### config.mk
export PLATFORM = sky130hd
export DESIGN_NAME = chip8_fetch
export DESIGN_NICKNAME = d
export VERILOG_FILES = /design/src/rtl/chip8_pkg.sv /design/src/rtl/chip8_lat_pipe.sv /design/src/rtl/chip8_fetch.sv
export SDC_FILE = /design/constraint.sdc
export NUM_CORES = 1
export LEC_CHECK = 0
export ABC_AREA = 1
export CORE_UTILIZATION = 40
export CTS_CLUSTER_SIZE = 25
export DETAILED_ROUTE_END_ITERATION = 8
export MAX_ROUTING_LAYER = met4
export PLACE_DENSITY = 0.72
export SETUP_SLACK_MARGIN = 0.1
export SKIP_LAST_GASP = 1
export SLEW_MARGIN = 20
export SYNTH_ARGS = -nofsm -noshare
export SYNTH_HDL_FRONTEND = slang
export SYNTH_HIERARCHICAL = 1
export SYNTH_SLANG_ARGS = --single-unit
### constraint.sdc
create_clock -name clk -period 1.69 [get_ports clk]
set_input_delay 0.2535 -clock clk [delete_from_list [all_inputs] [get_ports clk]]
set_output_delay 0.2535 -clock clk [all_outputs]
set_load 0.01 [all_outputs]
### src/rtl/chip8_pkg.sv
`default_nettype none
// ============================================================================
// Module   : chip8_pkg
// Brief    : Shared CHIP-8 constants, fetch FSM encoding and latency-tag type.
// Revision : 1.0
// ============================================================================
package chip8_pkg;

    localparam int CHIP8_ADDR_W = 12;
    localparam int OPCODE_W     = 16;

    localparam logic [11:0] FONT_BASE = 12'h000;
    localparam logic [11:0] PROG_BASE = 12'h200;

    typedef enum logic [2:0] {
        ST_IDLE  = 3'd0,
        ST_RD_HI = 3'd1,
        ST_RD_LO = 3'd2,
        ST_WAIT  = 3'd3,
        ST_DONE  = 3'd4
    } fetch_state_e;

    typedef struct packed {
        logic hi;
        logic lo;
    } lat_tag_t;

endpackage
`default_nettype wire

### src/rtl/chip8_lat_pipe.sv
`default_nettype none
// ============================================================================
// Module   : chip8_lat_pipe
// Brief    : DEPTH-stage shift register of capture-hi/capture-lo tags that
//            marks the cycle in which each requested byte is on the read bus.
// Revision : 1.0
// ============================================================================
module chip8_lat_pipe
    import chip8_pkg::*;
#(
    parameter int DEPTH = 1
) (
    input  logic clk,
    input  logic rst_n,
    input  logic push_hi,
    input  logic push_lo,
    output logic cap_hi,
    output logic cap_lo
);

    lat_tag_t tag_q [DEPTH];
    lat_tag_t tag_d [DEPTH];

    always_comb begin
        tag_d[0].hi = push_hi;
        tag_d[0].lo = push_lo;
        for (int i = 1; i < DEPTH; i++) begin
            tag_d[i] = tag_q[i-1];
        end
    end

    always_ff @(posedge clk) begin
        if (!rst_n) begin
            tag_q <= '{default: '0};
        end else begin
            tag_q <= tag_d;
        end
    end

    assign cap_hi = tag_q[DEPTH-1].hi;
    assign cap_lo = tag_q[DEPTH-1].lo;

endmodule
`default_nettype wire

### src/rtl/chip8_fetch.sv
`default_nettype none
// ============================================================================
// Module   : chip8_fetch
// Brief    : CHIP-8 instruction fetch: two byte reads (PC, PC+1) assembled
//            into a big-endian opcode behind a valid/ready handshake.
//            Optional misaligned-PC flag: CHIP8_FETCH_ALIGN_CHECK_EN.
// Revision : 1.0
// ============================================================================
module chip8_fetch
    import chip8_pkg::*;
#(
    parameter int ADDR_W      = CHIP8_ADDR_W,
    parameter int MEM_LATENCY = 1
) (
    input  logic                clk,
    input  logic                rst_n,
    input  logic                fetch_req,
    input  logic [ADDR_W-1:0]   fetch_pc,
    output logic                fetch_ready,
    output logic                mem_read,
    output logic [ADDR_W-1:0]   mem_address,
    input  logic [7:0]          mem_data_out,
    output logic [OPCODE_W-1:0] opcode,
    output logic                opcode_valid,
    input  logic                opcode_ready,
    output logic                fetch_fault
);

    fetch_state_e          state_q, state_d;
    logic [ADDR_W-1:0]     pc_q, pc_d;
    logic [ADDR_W-1:0]     mem_address_q, mem_address_d;
    logic                  mem_read_q, mem_read_d;
    logic [7:0]            hi_byte_q, hi_byte_d;
    logic [OPCODE_W-1:0]   opcode_q, opcode_d;

    logic accept;
    logic cap_hi;
    logic cap_lo;

    assign accept = (state_q == ST_IDLE) && fetch_req;

    // Tags enter the pipe in the cycle each address is on the bus, so they
    // exit exactly when the memory's registered data for that address lands.
    chip8_lat_pipe #(
        .DEPTH (MEM_LATENCY)
    ) u_lat_pipe (
        .clk     (clk),
        .rst_n   (rst_n),
        .push_hi (state_q == ST_RD_HI),
        .push_lo (state_q == ST_RD_LO),
        .cap_hi  (cap_hi),
        .cap_lo  (cap_lo)
    );

    always_comb begin
        state_d       = state_q;
        pc_d          = pc_q;
        mem_address_d = mem_address_q;
        mem_read_d    = 1'b0;
        hi_byte_d     = hi_byte_q;
        opcode_d      = opcode_q;

        if (cap_hi) begin
            hi_byte_d = mem_data_out;
        end

        case (state_q)
            ST_IDLE: begin
                if (fetch_req) begin
                    pc_d          = fetch_pc;
                    mem_address_d = fetch_pc;
                    mem_read_d    = 1'b1;
                    state_d       = ST_RD_HI;
                end
            end
            ST_RD_HI: begin
                mem_address_d = pc_q + ADDR_W'(1);
                mem_read_d    = 1'b1;
                state_d       = ST_RD_LO;
            end
            ST_RD_LO: begin
                state_d = ST_WAIT;
            end
            ST_WAIT: begin
                // The opcode register only changes here, so it never shows a half-built value.
                if (cap_lo) begin
                    opcode_d = {hi_byte_q, mem_data_out};
                    state_d  = ST_DONE;
                end
            end
            ST_DONE: begin
                if (opcode_ready) begin
                    state_d = ST_IDLE;
                end
            end
            default: begin
                state_d = ST_IDLE;
            end
        endcase
    end

    always_ff @(posedge clk) begin
        if (!rst_n) begin
            state_q       <= ST_IDLE;
            pc_q          <= '0;
            mem_address_q <= '0;
            mem_read_q    <= 1'b0;
            hi_byte_q     <= '0;
            opcode_q      <= '0;
        end else begin
            state_q       <= state_d;
            pc_q          <= pc_d;
            mem_address_q <= mem_address_d;
            mem_read_q    <= mem_read_d;
            hi_byte_q     <= hi_byte_d;
            opcode_q      <= opcode_d;
        end
    end

`ifdef CHIP8_FETCH_ALIGN_CHECK_EN
    logic fault_q, fault_d;

    always_comb begin
        fault_d = fault_q;
        if (accept) begin
            fault_d = fetch_pc[0];
        end
    end

    always_ff @(posedge clk) begin
        if (!rst_n) begin
            fault_q <= 1'b0;
        end else begin
            fault_q <= fault_d;
        end
    end

    assign fetch_fault = fault_q;
`else
    assign fetch_fault = 1'b0;
`endif

    assign fetch_ready  = (state_q == ST_IDLE);
    assign opcode_valid = (state_q == ST_DONE);
    assign mem_read     = mem_read_q;
    assign mem_address  = mem_address_q;
    assign opcode       = opcode_q;

endmodule
`default_nettype wire

**After elaboration in Yosys (flattened, before gate mapping)**

Index checks and enable logic that the tools add are counted.

- Bits in registers: 54
- Input port bits: 24
- Logic and storage cells: 30
- Output and inout bits: 32

- Mux-type cells: 8
- Reduce and logical (&&, ||, !) cells: 6
- Equality and inequality tests: 7
- Add/subtract/negate cells: 1

Operators with widths:

| cell | number |
|---|---|
| one-hot mux 12 bit (2 select lines) | 1 |
| one-hot mux 3 bit (5 select lines) | 1 |
| adder 12 x 1 -> 12 bit (second input constant) | 1 |
| 2-to-1 mux 12 bit | 1 |
| 2-to-1 mux 3 bit | 3 |
| equality test 3 x 2 -> 1 bit (second input constant) | 2 |
| AND reduction 2 bit | 3 |
| inequality test 2 x 1 -> 1 bit (second input constant) | 2 |
| equality test 3 x 1 -> 1 bit (second input constant) | 1 |
| equality test 3 bit (second input constant) | 1 |
| logical NOT 3 bit | 1 |
| AND reduction 3 bit | 1 |
| inequality test 2 bit (second input constant) | 1 |
| one-hot mux 1 bit (2 select lines) | 1 |
| nonzero test 2 bit | 1 |
| 2-to-1 mux 1 bit | 1 |

**Logic depth before layout (Yosys ltp)**

Gate-level depths: netlist of run 1.

- Word-level depth: 3
- Depth in mapped cells: 9
- Mapped depth without buffers: 8

**Cells and area by module**

Netlist of run 1, hierarchy kept.

By module, submodules not included:

| module | cells an instance | sequential area each (µm²) | area each (µm²) | instances |
|---|---|---|---|---|
| chip8_fetch | 303 | 1,041.0 | 2,243.4 | 1 |
| chip8_lat_pipe | 6 | 40.0 | 55.1 | 1 |

**Worst setup path after synthesis of run 1**

OpenSTA, ideal clock, no wires.

- Path kind: register to register
- Start point: register state_q[1]
- End point: register opcode_q[10] (netlist: opcode[10])
- Stages on the path, launching flop included: 7
- Library setup time: 0.132 ns
- Buffers on the path: 1
- Slack: 0.374 ns
- Arrival: 1.183 ns
- Required time: 1.558 ns
- Clock period less this slack: 1.316 ns
- Cells stage by stage: dfxtp_1 inv_2 nor3_4 nand2_4 buf_6 nand2_1 a21oi_1

- Word-level cells in the longest chain between the ends: 2

RTL lines:

| element | RTL line | RTL |
|---|---|---|
| start, declared | chip8_fetch.sv:29 | `fetch_state_e state_q, state_d;` |
| start signal, assigned | chip8_fetch.sv:111 | `state_q <= state_d;` |
| equality test 3 x 2 -> 1 bit | chip8_fetch.sv:67 | `case (state_q)` |
| AND reduction 2 bit (no source line) | -- |  |
| end signal, assigned | chip8_fetch.sv:116 | `opcode_q <= opcode_d;` |
| end, declared | chip8_fetch.sv:34 | `logic [OPCODE_W-1:0] opcode_q, opcode_d;` |

No other way between the ends.
A chain may end at the register's enable or synchronous reset.

**Worst setup path in the final report of run 1**

- Start point: register state_q[2]
- End point: output fetch_ready

- Word-level cells in the longest chain between the ends: 1

RTL lines:

| element | RTL line | RTL |
|---|---|---|
| logical NOT 3 bit | chip8_fetch.sv:143 | `assign fetch_ready = (state_q == ST_IDLE);` |
| end, declared | chip8_fetch.sv:19 | `output logic fetch_ready,` |

No other way between the ends.

==> results of run 1 <==
[routing by layer]
metal	GRT usage [%]	up-vias
met5	-	-
met4	5.85	0
met3	3.18	5
met1	25.2	994
met2	31.0	48
li1	-	1138
[tightest hold or removal path, cell delays in order (launching register included)]
cell     delay [ps]
dfxtp_1         320
nand2_1          60
a21oi_1          50
[path summary, 6_finish.rpt]
kind                     to  slack [ps]  cells after the start
max             fetch_ready         190                      4
min              opcode[11]         470                      2
max reg2reg  mem_address[2]         280                      6
min reg2reg      opcode[11]         470                      2
[area by class of cell]
type	count	share of cell area, %
Sequential cell	54	35.4
Inverter	24	2.95
Multi-Input combinational cell	216	34.0
Clock buffer	5	2.25
Timing Repair Buffer	67	20.9
Clock inverter	3	1.55
Tap cell	72	2.95
[registers in the layout, summed over array words and instances, names as in the netlist]
signal / count
u_lat_pipe/cap_hi: 1
mem_read: 1
hi_byte_q: 8
u_lat_pipe/cap_lo: 1
opcode: 16
state_q: 3
mem_address: 12
pc_q: 12
[timing repair]
item	CTS	global route
gates resized for setup	2	5
setup endpoints to repair	2	14
buffers inserted	0	0
[synthesized netlist by cell type, drive strengths merged]
library cell,instances,area [µm²]
clkbuf,5,18.8
ha,1,12.5
a31oi,4,25.0
a21oi,37,189
nand4,2,12.5
nor2,42,163
o2111ai,1,8.76
inv,23,86.3
o21ai,30,150
nand3,30,150
nor3,4,42.5
dfxtp,54,1080
buf,10,82.6
xor2,1,8.76
clkinv,1,3.75
o22ai,2,12.5
o211ai,1,7.51
nand2,59,234
conb,1,3.75
or2,1,6.26
[per-stage QoR]
stage / instances / util [%] / power [mW] / setup TNS (ps)
floorplan: 309 / - / 1.83 / 0
global placement: 433 / 53.1 / 2.06 / 0
detailed placement: 433 / 53.1 / 2.08 / 0
CTS: 441 / 55.3 / 2.96 / -54.3
global route: 441 / 55.5 / 3.10 / 0
finish: 441 / 55.5 / 2.95 / 0
[cells by family (layout without fill, tap and decap cells)]
logic type               Yosys count  count (layout)
AO/OA/AOI/OAI                     75              75
XOR/XNOR                           1               1
adder cells (fa/ha/maj)            1               1
buffers and inverters             39              99
flip-flops                        54              54
other                              1               1
AND/OR/NAND/NOR                  138             138
[where the power goes]
part           switching (mW)  leakage, nW  total [mW]  internal [mW]
Combinational           0.314        0.671       0.586          0.271
Sequential             0.0880        0.443        1.47           1.38
Clock                   0.439       0.0587       0.889          0.450
==> run metrics, run 1 <==
setup slack after placement=60.3 ps; largest net degree at the start of global routing=23; drc violations=0; Synth Area in XOR/XNOR=0.381%; critical path type=reg2out; share of cells above drive strength 1=9.76%; Post-Synth Simple-Gate Area=26.5%; Synth Area in Adders=0.544%; clk root buf=clkbuf_8; Synth Warn #=6; Reg clk slew, reported paths=100 ps; Initial Utilization=41.7%; CP max stage cell=dfxtp_1; Post-Synthesis Cells=309; WHS=466 ps; status=finished, final reports clean; distinct cell type count after synthesis=28; top cell family by delay on the critical path=buffers and inverters; DP Wirelength=4000 µm; I/O pin cnt=56; synthesized flop and latch total=54; Total Routing Usage GR=19.4%; grt ovf=0; Placed Area=2930 µm²; number of max-cap violations=0; skew final=10.9 ps; post-synthesis cell area=2300 µm²; Crit Path Max Fanout=3; htree depth=2; Setup crit start=state_q[2]; Worst setup SP type=flip-flop; worst-path cell chain=nor2_2 -> nand2_1 -> inv_1 -> dlygate4sd2_1; Num CTS Buffers=5; Final ANT Viol Nets=0; Skew-Pair Late Insertion Delay=310 ps; CP max stage delay=350 ps; sequential element share of the synthesized area=47.0%; Die W=77.8 µm; final worst slack=188 ps; WP data arrival=1250 ps; Clock Sinks=54; DRT Wirelength=5450 µm; Layout area overhead=33.0%; RSZ-0062 raised after global routing=false; met2 WL=2500 µm; Final min period=1500 ps; DR WL/cell=12.4 µm; Final Cycle Share=88.9%; total number of vias=2185; syn avg cell area=7.44 µm²; Final Hold Vio Count=0; first-pass detailed-route iteration total=4; post-DR vias/cell=4.95; multi-input logic area=1040 µm²; Slew Viols, Final=0; main combinational cell family by area after synthesis=simple AND/OR/NAND/NOR gates; leading cell type in the layout, fill and taps excluded=nand2_1; Fillers=505; compound-cell area share of the yosys netlist=17.1%; IO buf count=54; CP endpoint kind=output pin; min-delay worst type=reg2reg; multiplexer share of the synthesized area=0%; most frequent cells in the layout=nand2_1, dfxtp_1, clkdlybuf4s50_1; initial DRC count=134; initial antenna violation count=0; Reg area=1080 µm²; P_leak=1.17 nW; metal3 WL=217 µm; DIE AREA=6050 µm²; Max IR drop VDD=0.437 mV; highest routed layer=met4; CTS tree=built; RD Place Congestion=0.826; core region area=5510 µm²; cell row count=27; die height=77.8 µm; cell area power density=964 nW/µm²; CP bufs+invs=2; global-route wire length before repair=9260 µm; Final nets=393; FF-to-FF Start=state_q[2]; M1 WL=2690 µm; min-delay src=opcode[11]; Longest Clk Path Bufs=2; Post-Layout Inst Area=3060 µm²; Worst Path Required=1440 ps; Max Fclk=666 MHz; vias in the first global route=2062; Net Count, Synth=334; Setup-failing EPs final=0; CTS hold repair buffers=0; Antenna Cells=0
No activity file was read; power rests on OpenSTA's default activity.
==> run 2, diff against run 1 <==
--- a/config.mk
+++ b/config.mk
@@ -6,11 +6,11 @@
 export NUM_CORES = 1
 export LEC_CHECK = 0
 export ABC_AREA = 1
-export CORE_UTILIZATION = 40
+export CORE_UTILIZATION = 45
 export CTS_CLUSTER_SIZE = 25
 export DETAILED_ROUTE_END_ITERATION = 8
 export MAX_ROUTING_LAYER = met4
-export PLACE_DENSITY = 0.72
+export PLACE_DENSITY = 0.79
 export SETUP_SLACK_MARGIN = 0.1
 export SKIP_LAST_GASP = 1
 export SLEW_MARGIN = 20
==> run 2 against run 1 <==
Flip-flop and latch count did not move; wire length fell by 3.3%; sequential power barely moved; critical path depth rose by 3; cell count fell by 1.8%; die area fell by 11%; combinational power fell by 1%; critical path type is now reg2reg.
==> run metrics, run 2 (synthesis gave the netlist of run 1 again) <==
Final ANT Viol Nets=0; DR WL/cell=12.2 µm; leading cell type in the layout, fill and taps excluded=nand2_1; htree depth=2; top cell family by delay on the critical path=simple AND/OR/NAND/NOR gates; Tot Pwr=2.77 mW; Post-CTS Repair Setup Buffers=0; Layout area overhead=30.3%; Final Hold Vio Count=0; Max Fclk=675 MHz; RSZ-0062 raised after global routing=false; Longest Clk Path Bufs=2; Reg area=1090 µm²; critical path type=reg2reg; vias in the first global route=1941; status=finished, final reports clean; number of max-cap violations=0; Antenna Cells=0; setup slack after placement=153 ps; Max IR drop VDD=0.495 mV; Num CTS Buffers=5; most frequent cells in the layout=nand2_1, dfxtp_1, clkdlybuf4s50_1; Reg clk slew, reported paths=100 ps; DRT Wirelength=5270 µm; Die W=73.5 µm; die height=73.5 µm; hold path endpoint=opcode[8]; P_leak=1.14 nW; IO buf count=54; Setup-failing EPs final=0; DIE AREA=5400 µm²; global-route wire length before repair=8550 µm; R2R depth=7; Final nets=390; clk root buf=clkbuf_8; I/O pin cnt=56; Clock Sinks=54; Reg2Reg Capture Point=mem_address[10]; FF-to-FF Start=pc_q[1]; min-delay worst type=reg2reg; Initial Utilization=47.7%; Hold Path Depth=2; WP data arrival=1730 ps; skew final=9.97 ps; Worst setup SP type=flip-flop; grt ovf=0; CTS tree=built; Fillers=439; drc violations=0; CTS hold repair buffers=0; worst-path cell chain=ha_1 -> nand3_1 -> nor2_1 -> nand3_1 -> nand3_1 -> nand2_1 -> a21oi_1; Crit path top cell by count=nand3_1; cell row count=25; initial DRC count=166; Worst Path Required=1930 ps; CP endpoint kind=flip-flop; min-delay src=opcode[8]; largest net degree at the start of global routing=23; CP bufs+invs=0; CP max stage cell=dfxtp_1; multi-input logic area=1040 µm²; total number of vias=2189; share of cells above drive strength 1=8.74%; RD Place Congestion=0.847; non-filler cells, final=433; post-DR vias/cell=5.06; CP max stage delay=380 ps; Crit Path Max Fanout=6; DP Wirelength=3800 µm; final worst slack=208 ps; reg2reg setup slack=210 ps; Placed Cells=425; initial antenna violation count=0; Total Routing Usage GR=21.2%; Skew-Pair Late Insertion Delay=310 ps; core region area=4820 µm²; cell area power density=924 nW/µm²; first-pass detailed-route iteration total=4; Final min period=1480 ps; Largest register FFs=16; WHS=466 ps; Final Cycle Share=87.7%; Slew Viols, Final=0
==> run 2: what timing repair did <==
action,CTS,global route
setup endpoints to repair,2,3
resized for setup,2,7
hold endpoints to repair,0,0
gates cloned,0,0
==> run 2: worst max-delay path by stage <==
stage	from	to	slack [ps]	depth (start not counted)
after floorplan	state_q[1]	opcode[10]	370	6
after global placement	state_q[2]	opcode_valid	170	3
after detailed placement	fetch_req	mem_address[5]	150	7
after CTS	state_q[2]	opcode_valid	-110	3
after global routing	pc_q[1]	mem_address[8]	110	7
final	pc_q[1]	mem_address[10]	210	7
==> run 2: where the power goes <==
group	switching (mW)	internal (mW)	total, mW
Clock	0.425	0.294	0.719
Sequential	0.0864	1.38	1.47
Combinational	0.314	0.267	0.580
==> run 2: layout make-up <==
type	count	area share [%]
clock inverters	2	0.459
multi-input cells	216	34.6
clock buffers	6	2.42
well taps	67	2.80
inverters	24	3.01
flip-flops and latches	54	36.3
repair buffers	64	20.5
==> run 2: metal layers <==
layer / part of all wire [%] / up-vias / wire (µm) / GRT usage [%]
met1: 48 / 994 / 2530 / 28.2
met4: 2.1 / 0 / 108 / 9.62
met3: 4.2 / 10 / 219 / 2.88
met5: 0 / - / 0 / -
met2: 46 / 58 / 2410 / 32.0
li1: - / 1127 / - / -
==> run 2: through the flow <==
stage | utilization, % | area (µm²) | TNS [ps]
after floorplan | - | 2300 | 0
after global placement | 60.1 | 2900 | 0
after detailed placement | 60.1 | 2900 | 0
after CTS | 61.9 | 2980 | -112
after global routing | 62.2 | 3000 | 0
final | 62.2 | 3000 | 0
==> run 2: worst min-delay path, stage by stage, from the launching register on <==
cell and delay [ps]:
dfxtp_1 320, nand2_1 60, a21oi_1 50
==> run 3, diff against run 2 <==
--- a/config.mk
+++ b/config.mk
@@ -6,14 +6,15 @@
 export NUM_CORES = 1
 export LEC_CHECK = 0
 export ABC_AREA = 1
-export CORE_UTILIZATION = 45
+export CORE_ASPECT_RATIO = 1.75
+export CORE_UTILIZATION = 48
 export CTS_CLUSTER_SIZE = 25
 export DETAILED_ROUTE_END_ITERATION = 8
 export MAX_ROUTING_LAYER = met4
-export PLACE_DENSITY = 0.79
+export PLACE_DENSITY = 0.83
 export SETUP_SLACK_MARGIN = 0.1
 export SKIP_LAST_GASP = 1
-export SLEW_MARGIN = 20
+export SLEW_MARGIN = 25
 export SYNTH_ARGS = -nofsm -noshare
 export SYNTH_HDL_FRONTEND = slang
 export SYNTH_HIERARCHICAL = 1
==> run 3 against run 2 <==
Maximum frequency is 0.11% lower; largest cell class unchanged; core utilization up 3.1 points; clock power is 21% higher; register-to-register slack improved by 30 ps; critical endpoint is now mem_address[5].
==> run metrics, run 3 (synthesis gave the netlist of run 1 again) <==
status=finished, final reports clean; Clk network pwr share=29.7%; I/O pin cnt=56; RSZ-0062 raised after global routing=false; Final Cycle Share=87.8%; min-delay src=opcode[1]; clk root buf=clkbuf_8; Reg clk slew, reported paths=100 ps; drc violations=0; Crit Path Max Fanout=2; RD Place Congestion=0.933; hold path endpoint=opcode[1]; FF-to-FF Start=state_q[2]; post-DR vias/cell=5.42; DRT Wirelength=5680 µm; Total Routing Usage GR=25.0%; Die W=54.3 µm; Tot Pwr=2.94 mW; vias in the first global route=2155; Slew Viols, Final=0; CTS hold repair buffers=0; first-pass detailed-route iteration total=4; grt ovf=0; Skew-Pair Late Insertion Delay=310 ps; DIE AREA=5080 µm²; Layout area overhead=31.4%; leading cell type in the layout, fill and taps excluded=nand2_1; NetSw=0.842 mW; combinational fraction of design power=20.3%; CP max stage delay=550 ps; Max IR drop VDD=0.718 mV; Final Hold Vio Count=0; Final min period=1480 ps; Setup-failing EPs final=0; Worst setup SP type=flip-flop; top cell family by delay on the critical path=buffers and inverters; CP bufs+invs=1; Initial Utilization=49.7%; CP endpoint kind=output pin; Longest Clk Path Bufs=2; P_leak=1.14 nW; IO buf count=54; cell row count=33; DP Wirelength=4060 µm; Setup crit start=mem_address[5]; Net Sw Frac=28.6%; Final nets=391; CTS tree=built; part of the power in registers=50.0%; Reg2Reg Capture Point=mem_address[9]; largest net degree at the start of global routing=29; Crit path depth=1; min-delay worst type=reg2reg; Largest register FFs=16; total number of vias=2270; Clock Sinks=54; DR WL/cell=13.5 µm; R2R depth=7; initial antenna violation count=0; cell area power density=974 nW/µm²; die height=93.5 µm; P_int=2.10 mW; Num CTS Buffers=5; Hold Path Depth=2; initial DRC count=72; most frequent cells in the layout=nand2_1, dfxtp_1, clkdlybuf4s50_1; worst-path cell chain=clkdlybuf4s50_1; CP max stage cell=clkdlybuf4s50_1; Worst Path Required=1440 ps; WP data arrival=1230 ps; global-route wire length before repair=9160 µm; reg2reg setup slack=240 ps; skew final=8.48 ps; Setup TNS=0 ps; Antenna Cells=0; critical path type=reg2out; share of cells above drive strength 1=9.26%; htree depth=2; Final ANT Viol Nets=0; number of max-cap violations=0; core region area=4620 µm²; Max Fclk=674 MHz
[run 3: power groups by stage]
stage | clock, mW | sequential, mW | combinational, mW
after floorplan | 0 | 1.50 | 0.331
after global placement | 0 | 1.50 | 0.582
after detailed placement | 0 | 1.50 | 0.594
after CTS | 0.883 | 1.47 | 0.597
after global routing | 0.933 | 1.49 | 0.659
final | 0.872 | 1.47 | 0.598
[run 3: cell type report]
| type | instances | area, µm² |
|---|---|---|
| multi-input cells | 216 | 1040 |
| flip-flops and latches | 54 | 1080 |
| clock buffers | 5 | 68.8 |
| clock inverters | 3 | 45.0 |
| inverters | 24 | 90.1 |
| repair buffers | 65 | 629 |
| well taps | 52 | 65.1 |
| fillers | 408 | 1610 |
[run 3: how the worst max path moves through the flow]
| stage | to | slack, ps |
|---|---|---|
| floorplan | opcode[10] | 370 |
| global placement | mem_address[5] | 160 |
| detailed placement | mem_address[5] | 140 |
| CTS | fetch_ready | 120 |
| global route | mem_address[10] | 110 |
| finish | mem_address[5] | 210 |
[run 3: routing by layer]
layer	share of wire [%]	GRT usage, %
met2	55	46.1
met3	4.6	5.20
met5	0	-
met1	38	23.4
met4	2.5	10.0
[run 3: through the flow]
step | util (%) | std cells | cell area [µm²] | hold WS, ps | worst slack [ps]
floorplan | - | 309 | 2300 | 347 | 374
global placement | 62.7 | 411 | 2900 | 447 | 163
detailed placement | 62.7 | 411 | 2900 | 455 | 138
CTS | 65.2 | 419 | 3020 | 471 | 119
global route | 65.3 | 419 | 3020 | 483 | 108
finish | 65.3 | 419 | 3020 | 468 | 207
[run 3: repair_timing]
item | 4_1_cts | 5_1_grt
setup buffers | 0 | 0
gates cloned | 0 | 0
setup endpoints to repair | 2 | 6
resized for setup | 4 | 4
